### src/rtl/udp_tx_pkg.sv
// ---------------------------------------------------------------------------
// udp_tx_pkg
// Shared definitions for the UDP transmit scheduler: FSM state encoding,
// default timing/length limits and the payload-length acceptance check.
// ---------------------------------------------------------------------------
package udp_tx_pkg;

    // Idle clocks between frames: 96 bit times at 100M MII = 24 nibbles.
    localparam int IFG_NIBBLES_DEF   = 24;
    // Max clocks from tx_go until the transmitter raises mii_tx_en.
    localparam int START_TIMEOUT_DEF = 255;
    // Largest UDP payload that fits a standard Ethernet frame.
    localparam int MAX_LEN_DEF       = 1472;

    typedef enum logic [2:0] {
        ST_IDLE    = 3'd0,
        ST_LOAD    = 3'd1,
        ST_START   = 3'd2,
        ST_WAIT_EN = 3'd3,
        ST_SEND    = 3'd4,
        ST_IFG     = 3'd5
    } tx_state_e;

    // Unsigned 16-bit check: zero-length and oversize payloads are rejected.
    function automatic logic len_ok(input logic [15:0] len,
                                    input logic [15:0] max_len);
        return (len != 16'd0) && (len <= max_len);
    endfunction

endpackage

### src/rtl/rr_arb2.sv
// ---------------------------------------------------------------------------
// rr_arb2
// Two-way round-robin arbiter (purely combinational).
//   req   [1:0] in  : request per source
//   last        in  : index of the source granted most recently
//   grant [1:0] out : one-hot grant, 2'b00 when nobody requests
// On a tie the source that was not granted last wins.
// ---------------------------------------------------------------------------
module rr_arb2
    import udp_tx_pkg::*;
(
    input  logic [1:0] req,
    input  logic       last,
    output logic [1:0] grant
);

    always_comb begin
        grant = 2'b00;
        if (req[0] && (!req[1] || last)) begin
            grant = 2'b01;
        end else if (req[1]) begin
            grant = 2'b10;
        end
    end

endmodule

### src/rtl/udp_tx_scheduler.sv
// ---------------------------------------------------------------------------
// udp_tx_scheduler
// Arbitrates two payload sources onto one external udp_protocol transmitter.
// Latches the winner's length/ports, fires tx_go, watches mii_tx_en for the
// start (with timeout) and end of the frame, then enforces the inter-frame gap.
//
// Ports
//   mii_tx_clk, rst_n (async, active-low)
//   req0/1, len0/1, sport0/1, dport0/1 : per-source frame request + header
//   rd0/1 out, da0/1 in                : per-source payload FIFO nibble port
//   gnt/done/err [1:0] out             : one-hot grant, completion, reject/abort
//   tx_go, data_len, sour_port, dest_port, udp_ck_sum, fifo_da : to transmitter
//   fifo_rq in, mii_tx_en in           : from transmitter / MII
//   busy out                           : high whenever not IDLE
//   state_dbg out                      : current FSM state
//
// Handshake: a source raises req with len/ports valid and holds them until
// it sees its done or err bit; it must drop req in that same pulse cycle.
// A req still high when the scheduler re-enters IDLE is a new frame; req is
// not looked at during the gap.
// ---------------------------------------------------------------------------
module udp_tx_scheduler
    import udp_tx_pkg::*;
#(
    parameter int IFG_NIBBLES   = IFG_NIBBLES_DEF,
    parameter int START_TIMEOUT = START_TIMEOUT_DEF,
    parameter int MAX_LEN       = MAX_LEN_DEF
) (
    input  logic        mii_tx_clk,
    input  logic        rst_n,
    input  logic        req0,
    input  logic        req1,
    input  logic [15:0] len0,
    input  logic [15:0] len1,
    input  logic [15:0] sport0,
    input  logic [15:0] sport1,
    input  logic [15:0] dport0,
    input  logic [15:0] dport1,
    output logic        rd0,
    output logic        rd1,
    input  logic [3:0]  da0,
    input  logic [3:0]  da1,
    output logic [1:0]  gnt,
    output logic [1:0]  done,
    output logic [1:0]  err,
    output logic        tx_go,
    output logic [15:0] data_len,
    output logic [15:0] sour_port,
    output logic [15:0] dest_port,
    output logic [15:0] udp_ck_sum,
    output logic [3:0]  fifo_da,
    input  logic        fifo_rq,
    input  logic        mii_tx_en,
    output logic        busy,
    output tx_state_e   state_dbg
);

    localparam logic [7:0]  IFG_LAST = 8'(IFG_NIBBLES - 1);
    localparam logic [7:0]  TMO_END  = 8'(START_TIMEOUT);
    localparam logic [15:0] MAX_LEN16 = 16'(MAX_LEN);

    tx_state_e   state_q, state_d;
    logic [1:0]  gnt_q, gnt_d;
    logic [1:0]  done_q, done_d;
    logic [1:0]  err_q, err_d;
    logic        last_q, last_d;
    logic        en_prev_q, en_prev_d;
    logic [7:0]  tmo_q, tmo_d;
    logic [7:0]  ifg_q, ifg_d;
    logic [15:0] data_len_q, data_len_d;
    logic [15:0] sour_port_q, sour_port_d;
    logic [15:0] dest_port_q, dest_port_d;

    logic [1:0]  arb_grant;
    logic [15:0] sel_len, sel_sport, sel_dport;
    logic [7:0]  tmo_inc;

    rr_arb2 u_arb (
        .req   ({req1, req0}),
        .last  (last_q),
        .grant (arb_grant)
    );

    // gnt_q is one-hot whenever LOAD is active, so a 2:1 mux suffices.
    assign sel_len   = gnt_q[1] ? len1   : len0;
    assign sel_sport = gnt_q[1] ? sport1 : sport0;
    assign sel_dport = gnt_q[1] ? dport1 : dport0;
    assign tmo_inc   = tmo_q + 8'd1;

    always_comb begin
        state_d     = state_q;
        gnt_d       = gnt_q;
        done_d      = 2'b00;
        err_d       = 2'b00;
        last_d      = last_q;
        en_prev_d   = mii_tx_en;
        tmo_d       = tmo_q;
        ifg_d       = ifg_q;
        data_len_d  = data_len_q;
        sour_port_d = sour_port_q;
        dest_port_d = dest_port_q;

        case (state_q)
            ST_IDLE: begin
                if (arb_grant != 2'b00) begin
                    gnt_d   = arb_grant;
                    last_d  = arb_grant[1];
                    state_d = ST_LOAD;
                end
            end
            ST_LOAD: begin
                data_len_d  = sel_len;
                sour_port_d = sel_sport;
                dest_port_d = sel_dport;
                if (!len_ok(sel_len, MAX_LEN16)) begin
                    err_d   = gnt_q;
                    gnt_d   = 2'b00;
                    ifg_d   = 8'd0;
                    state_d = ST_IFG;
                end else begin
                    tmo_d   = 8'd0;
                    state_d = ST_START;
                end
            end
            ST_START: begin
                // The timeout counts from the tx_go clock itself.
                tmo_d   = tmo_inc;
                state_d = ST_WAIT_EN;
            end
            ST_WAIT_EN: begin
                if (mii_tx_en) begin
                    state_d = ST_SEND;
                end else if (tmo_inc == TMO_END) begin
                    err_d   = gnt_q;
                    gnt_d   = 2'b00;
                    ifg_d   = 8'd0;
                    state_d = ST_IFG;
                end else begin
                    tmo_d = tmo_inc;
                end
            end
            ST_SEND: begin
                if (en_prev_q && !mii_tx_en) begin
                    done_d  = gnt_q;
                    gnt_d   = 2'b00;
                    ifg_d   = 8'd0;
                    state_d = ST_IFG;
                end
            end
            ST_IFG: begin
                if (ifg_q == IFG_LAST) begin
                    state_d = ST_IDLE;
                end else begin
                    ifg_d = ifg_q + 8'd1;
                end
            end
            default: begin
                gnt_d   = 2'b00;
                state_d = ST_IDLE;
            end
        endcase
    end

    always_ff @(posedge mii_tx_clk or negedge rst_n) begin
        if (!rst_n) begin
            state_q     <= ST_IDLE;
            gnt_q       <= 2'b00;
            done_q      <= 2'b00;
            err_q       <= 2'b00;
            last_q      <= 1'b1;
            en_prev_q   <= 1'b0;
            tmo_q       <= 8'd0;
            ifg_q       <= 8'd0;
            data_len_q  <= 16'd0;
            sour_port_q <= 16'd0;
            dest_port_q <= 16'd0;
        end else begin
            state_q     <= state_d;
            gnt_q       <= gnt_d;
            done_q      <= done_d;
            err_q       <= err_d;
            last_q      <= last_d;
            en_prev_q   <= en_prev_d;
            tmo_q       <= tmo_d;
            ifg_q       <= ifg_d;
            data_len_q  <= data_len_d;
            sour_port_q <= sour_port_d;
            dest_port_q <= dest_port_d;
        end
    end

    assign gnt        = gnt_q;
    assign done       = done_q;
    assign err        = err_q;
    assign tx_go      = (state_q == ST_START);
    assign busy       = (state_q != ST_IDLE);
    assign state_dbg  = state_q;
    assign data_len   = data_len_q;
    assign sour_port  = sour_port_q;
    assign dest_port  = dest_port_q;
    assign udp_ck_sum = 16'h0000;
    assign rd0        = fifo_rq & gnt_q[0];
    assign rd1        = fifo_rq & gnt_q[1];
    assign fifo_da    = gnt_q[0] ? da0 : (gnt_q[1] ? da1 : 4'h0);

endmodule

### config.mk
export PLATFORM = sky130hd
export DESIGN_NAME = udp_tx_scheduler
export DESIGN_NICKNAME = d
export VERILOG_FILES = /design/src/rtl/udp_tx_pkg.sv /design/src/rtl/rr_arb2.sv /design/src/rtl/udp_tx_scheduler.sv
export SDC_FILE = /design/constraint.sdc
export NUM_CORES = 1
export LEC_CHECK = 0
export ABC_AREA = 1
export BUFFER_PORTS_ARGS = -buffer_cell sky130_fd_sc_hd__buf_4
export CAP_MARGIN = 25
export CORE_ASPECT_RATIO = 0.9
export CORE_MARGIN = 2
export CORE_UTILIZATION = 52
export DETAILED_ROUTE_END_ITERATION = 8
export GPL_ROUTABILITY_DRIVEN = 1
export PLACE_DENSITY = 0.9
export SYNTH_ARGS = -nofsm -noshare
export SYNTH_HDL_FRONTEND = slang
export SYNTH_SLANG_ARGS = --single-unit
### constraint.sdc
create_clock -name mii_tx_clk -period 4.93 [get_ports mii_tx_clk]
set_input_delay 0.493 -clock mii_tx_clk [delete_from_list [all_inputs] [get_ports mii_tx_clk]]
set_output_delay 0.493 -clock mii_tx_clk [all_outputs]
set_load 0.02 [all_outputs]
==> results.tsv <==
metric	value	unit
CP delay by family, top	simple AND/OR/NAND/NOR gates	
element type at the critical path start	flop	
clk sink count	75	
Design Area, Final	0.00575	mm^2
layout cells sized above 1	0.361	
Via density	5.24	
cells along the critical path	inv_4 > nand2_1 > nand2_1 > nand2_1 > a21oi_1 > nand2_1 > nand2_1 > nand2_1 > nand3_2 > nand3_2 > nand2_1 > nand2_1	
LEAKAGE	2.97	nW
status	finished, final reports clean	
Initial Util	0.535	
instance area at placement	0.00556	mm^2
Flop pwr share	0.315	
worst-path fanout max	50	
Switching Fraction	0.463	
crit path DAT	2.61	ns
Top Metal Used	met4	
Final Setup Violations	0	
gp weighted congestion	0.826	
Syn-to-layout area delta	33.7	%
antenna violations before repair	0	
DR WL met3	808	um
Min Clock Period, post-route	2.37	ns
Peak VDD IR	0.416	mV
routed vias	4241	
cells after synthesis	542	
WS Path Type	reg2reg	
Resized Gates After CTS	0	
Least-Margin Pin Slew	0.931	ns
Worst EP required	5.18	ns
Placed Cells	794	
die area	0.00901	mm^2
count leader, synth	nand2_1	
Buf/Inv on CP	1	
CP Capture Type	flop	
max-slew violation count	0	
Main synth FF type	dfrtp_1	
Post-synth top cells	123 x nand2_1, 74 x dfrtp_1, 70 x inv_1, 40 x o21ai_0, 37 x nor2_1	
Logic pwr share	0.552	
skew final	0.00966	ns
worst setup margin	2.56	ns
TritonCTS clock tree	yes	
worst skew pair latency	0.36	ns
all-layer global routing usage	0.264	
Pwr Density	579	mW/mm^2
pre-CTS setup slack	2.62	ns
ANT cells	0	
Yosys reg bits	75	
clock root buffer	clkbuf_8	
P_sw	1.54	mW
Pint	1.79	mW
yosys warns	0	
Setup Buffers After CTS	0	
Cell variety after synth	33	
nets	819	
Worst R2R Start	gnt[1]	
core area	0.00803	mm^2
# port buffers	174	
WL final	12.0	mm
slowest library cell on the worst path	dfrtp_2	
num rows	31	
metal2 WL	6.05	mm
Synth top area share	0.431	
critical path's largest stage delay	0.55	ns
DRC viols	0	
Worst R2R Setup Slack	2.56	ns
vias in the first global route	4213	
Max clock buf depth	2	
register area share after synthesis	0.437	
synthesized cell area	0.00430	mm^2
fin cells	810	
Pre-antenna DRT Iters	4	
register clock-pin slew on the reported worst setup and hold paths	0.09	ns
FMAX	422	MHz
Die Height	90.2	um
syn_area_per_cell	7.93	um^2
global-route wire length before repair	19.3	mm
wl on met1	4.71	mm
Num CTS Buffers	9	
Setup TNS	0	ns
RSZ-0062 raised after global routing	false	
FILL cells	604	
area leader, netlist	dfrtp_1	
Crit. Startpoint	gnt[1]	
final period utilization	0.480	
max_slew headroom	0.379	
clock power share	0.133	
Final Hold Fails	0	
H-tree Lvls	3	
largest net degree at the start of global routing	84	
io pins	191	
DP HPWL	8.81	mm
Iteration-0 DRC Markers	202	
Routed Antenna Nets	0	
total gr overflow	0	
min-delay worst type	in2async	
Post-synth EDFFs	0	
Die Wd	99.8	um
Post-CTS Hold Buffers	0	
Critical Path Most Common Cell	nand2_1	
ys async rst share	1.00	
DR WL/cell	14.8	um
largest cells by area after synthesis	dfrtp_1 43%, nand2_1 11%, inv_1 6.1%, o211ai_1 5.6%, or2_2 4.8%	
Max-cap violations	0	
## through the flow
step	power [mW]	hold WS [ns]	utilization
after floorplan	2.20	0.197	-
after global placement	2.82	0.458	0.693
after detailed placement	2.90	0.467	0.693
after CTS	3.35	0.273	0.716
after global routing	3.56	0.279	0.716
final	3.33	0.259	0.716
## per-layer routing
metal | global-route usage | vias to the layer above
met5 | 0 | -
met4 | 0.0879 | 0
met3 | 0.0739 | 43
met2 | 0.448 | 152
met1 | 0.324 | 1995
li1 | - | 2051
## power groups by stage
stage / logic (mW) / registers, mW / clock network, mW
detailed placement: 1.84 / 1.06 / 0
finish: 1.84 / 1.05 / 0.441
CTS: 1.85 / 1.05 / 0.449
global route: 2.00 / 1.08 / 0.478
floorplan: 0.916 / 1.29 / 0
global placement: 1.77 / 1.04 / 0
## sequential cells by signal, summed over array words and instances (netlist names)
name / cells
data_len: 16
dest_port: 16
sour_port: 16
ifg_q: 8
tmo_q: 8
state_dbg: 3
done: 2
err: 2
gnt: 2
en_prev_q: 1
last_q: 1
## worst paths after layout
check / depth (start not counted) / endpoint
max: 12 / ifg_q[5]
min: 1 / sour_port[0]
max reg2reg: 12 / ifg_q[5]
min reg2reg: 2 / ifg_q[3]
max in group asynchronous: 1 / gnt[1]
min in group mii_tx_clk: 1 / en_prev_q
## layout make-up
class                   count  area [um^2]  share of cell area
multi-input cells         372         1970               0.342
flip-flops and latches     75         1880               0.327
repair buffers            176         1320               0.230
inverters                  72          273              0.0475
clock buffers               9          124              0.0216
well taps                  99          124              0.0216
clock inverters             7         58.8              0.0102
## kinds of logic (layout without fill, tap and decap cells)
group           after synthesis  count (layout)  share of synthesized area
simple gates                256             256                      0.277
buf+inv                     110             264                      0.120
compound gates               79              79                      0.111
flops                        75              75                      0.437
mux                          15              15                     0.0393
fa+ha+maj                     3               3                    0.00874
xor+xnor                      3               3                    0.00612
other cells                   1              16                   0.000873
## cell usage in the layout, fill, tap and decap left out, types with 2 or more instances in the layout
master and count:
a21oi_1 6, buf_4 176, clkbuf_8 9, conb_1 16, dfrtp_1 73, ha_1 3, inv_1 70, inv_6 4
mux2_2 15, nand2_1 123, nand2_2 4, nand3_1 26, nand3_2 4, nand4_1 15, nor2_1 37, nor2_2 3
nor3_1 4, nor3_2 2, nor3b_1 2, o211ai_1 32, o21ai_0 40, or2_2 33, xor2_1 2
No activity file was read; power rests on OpenSTA's default activity.
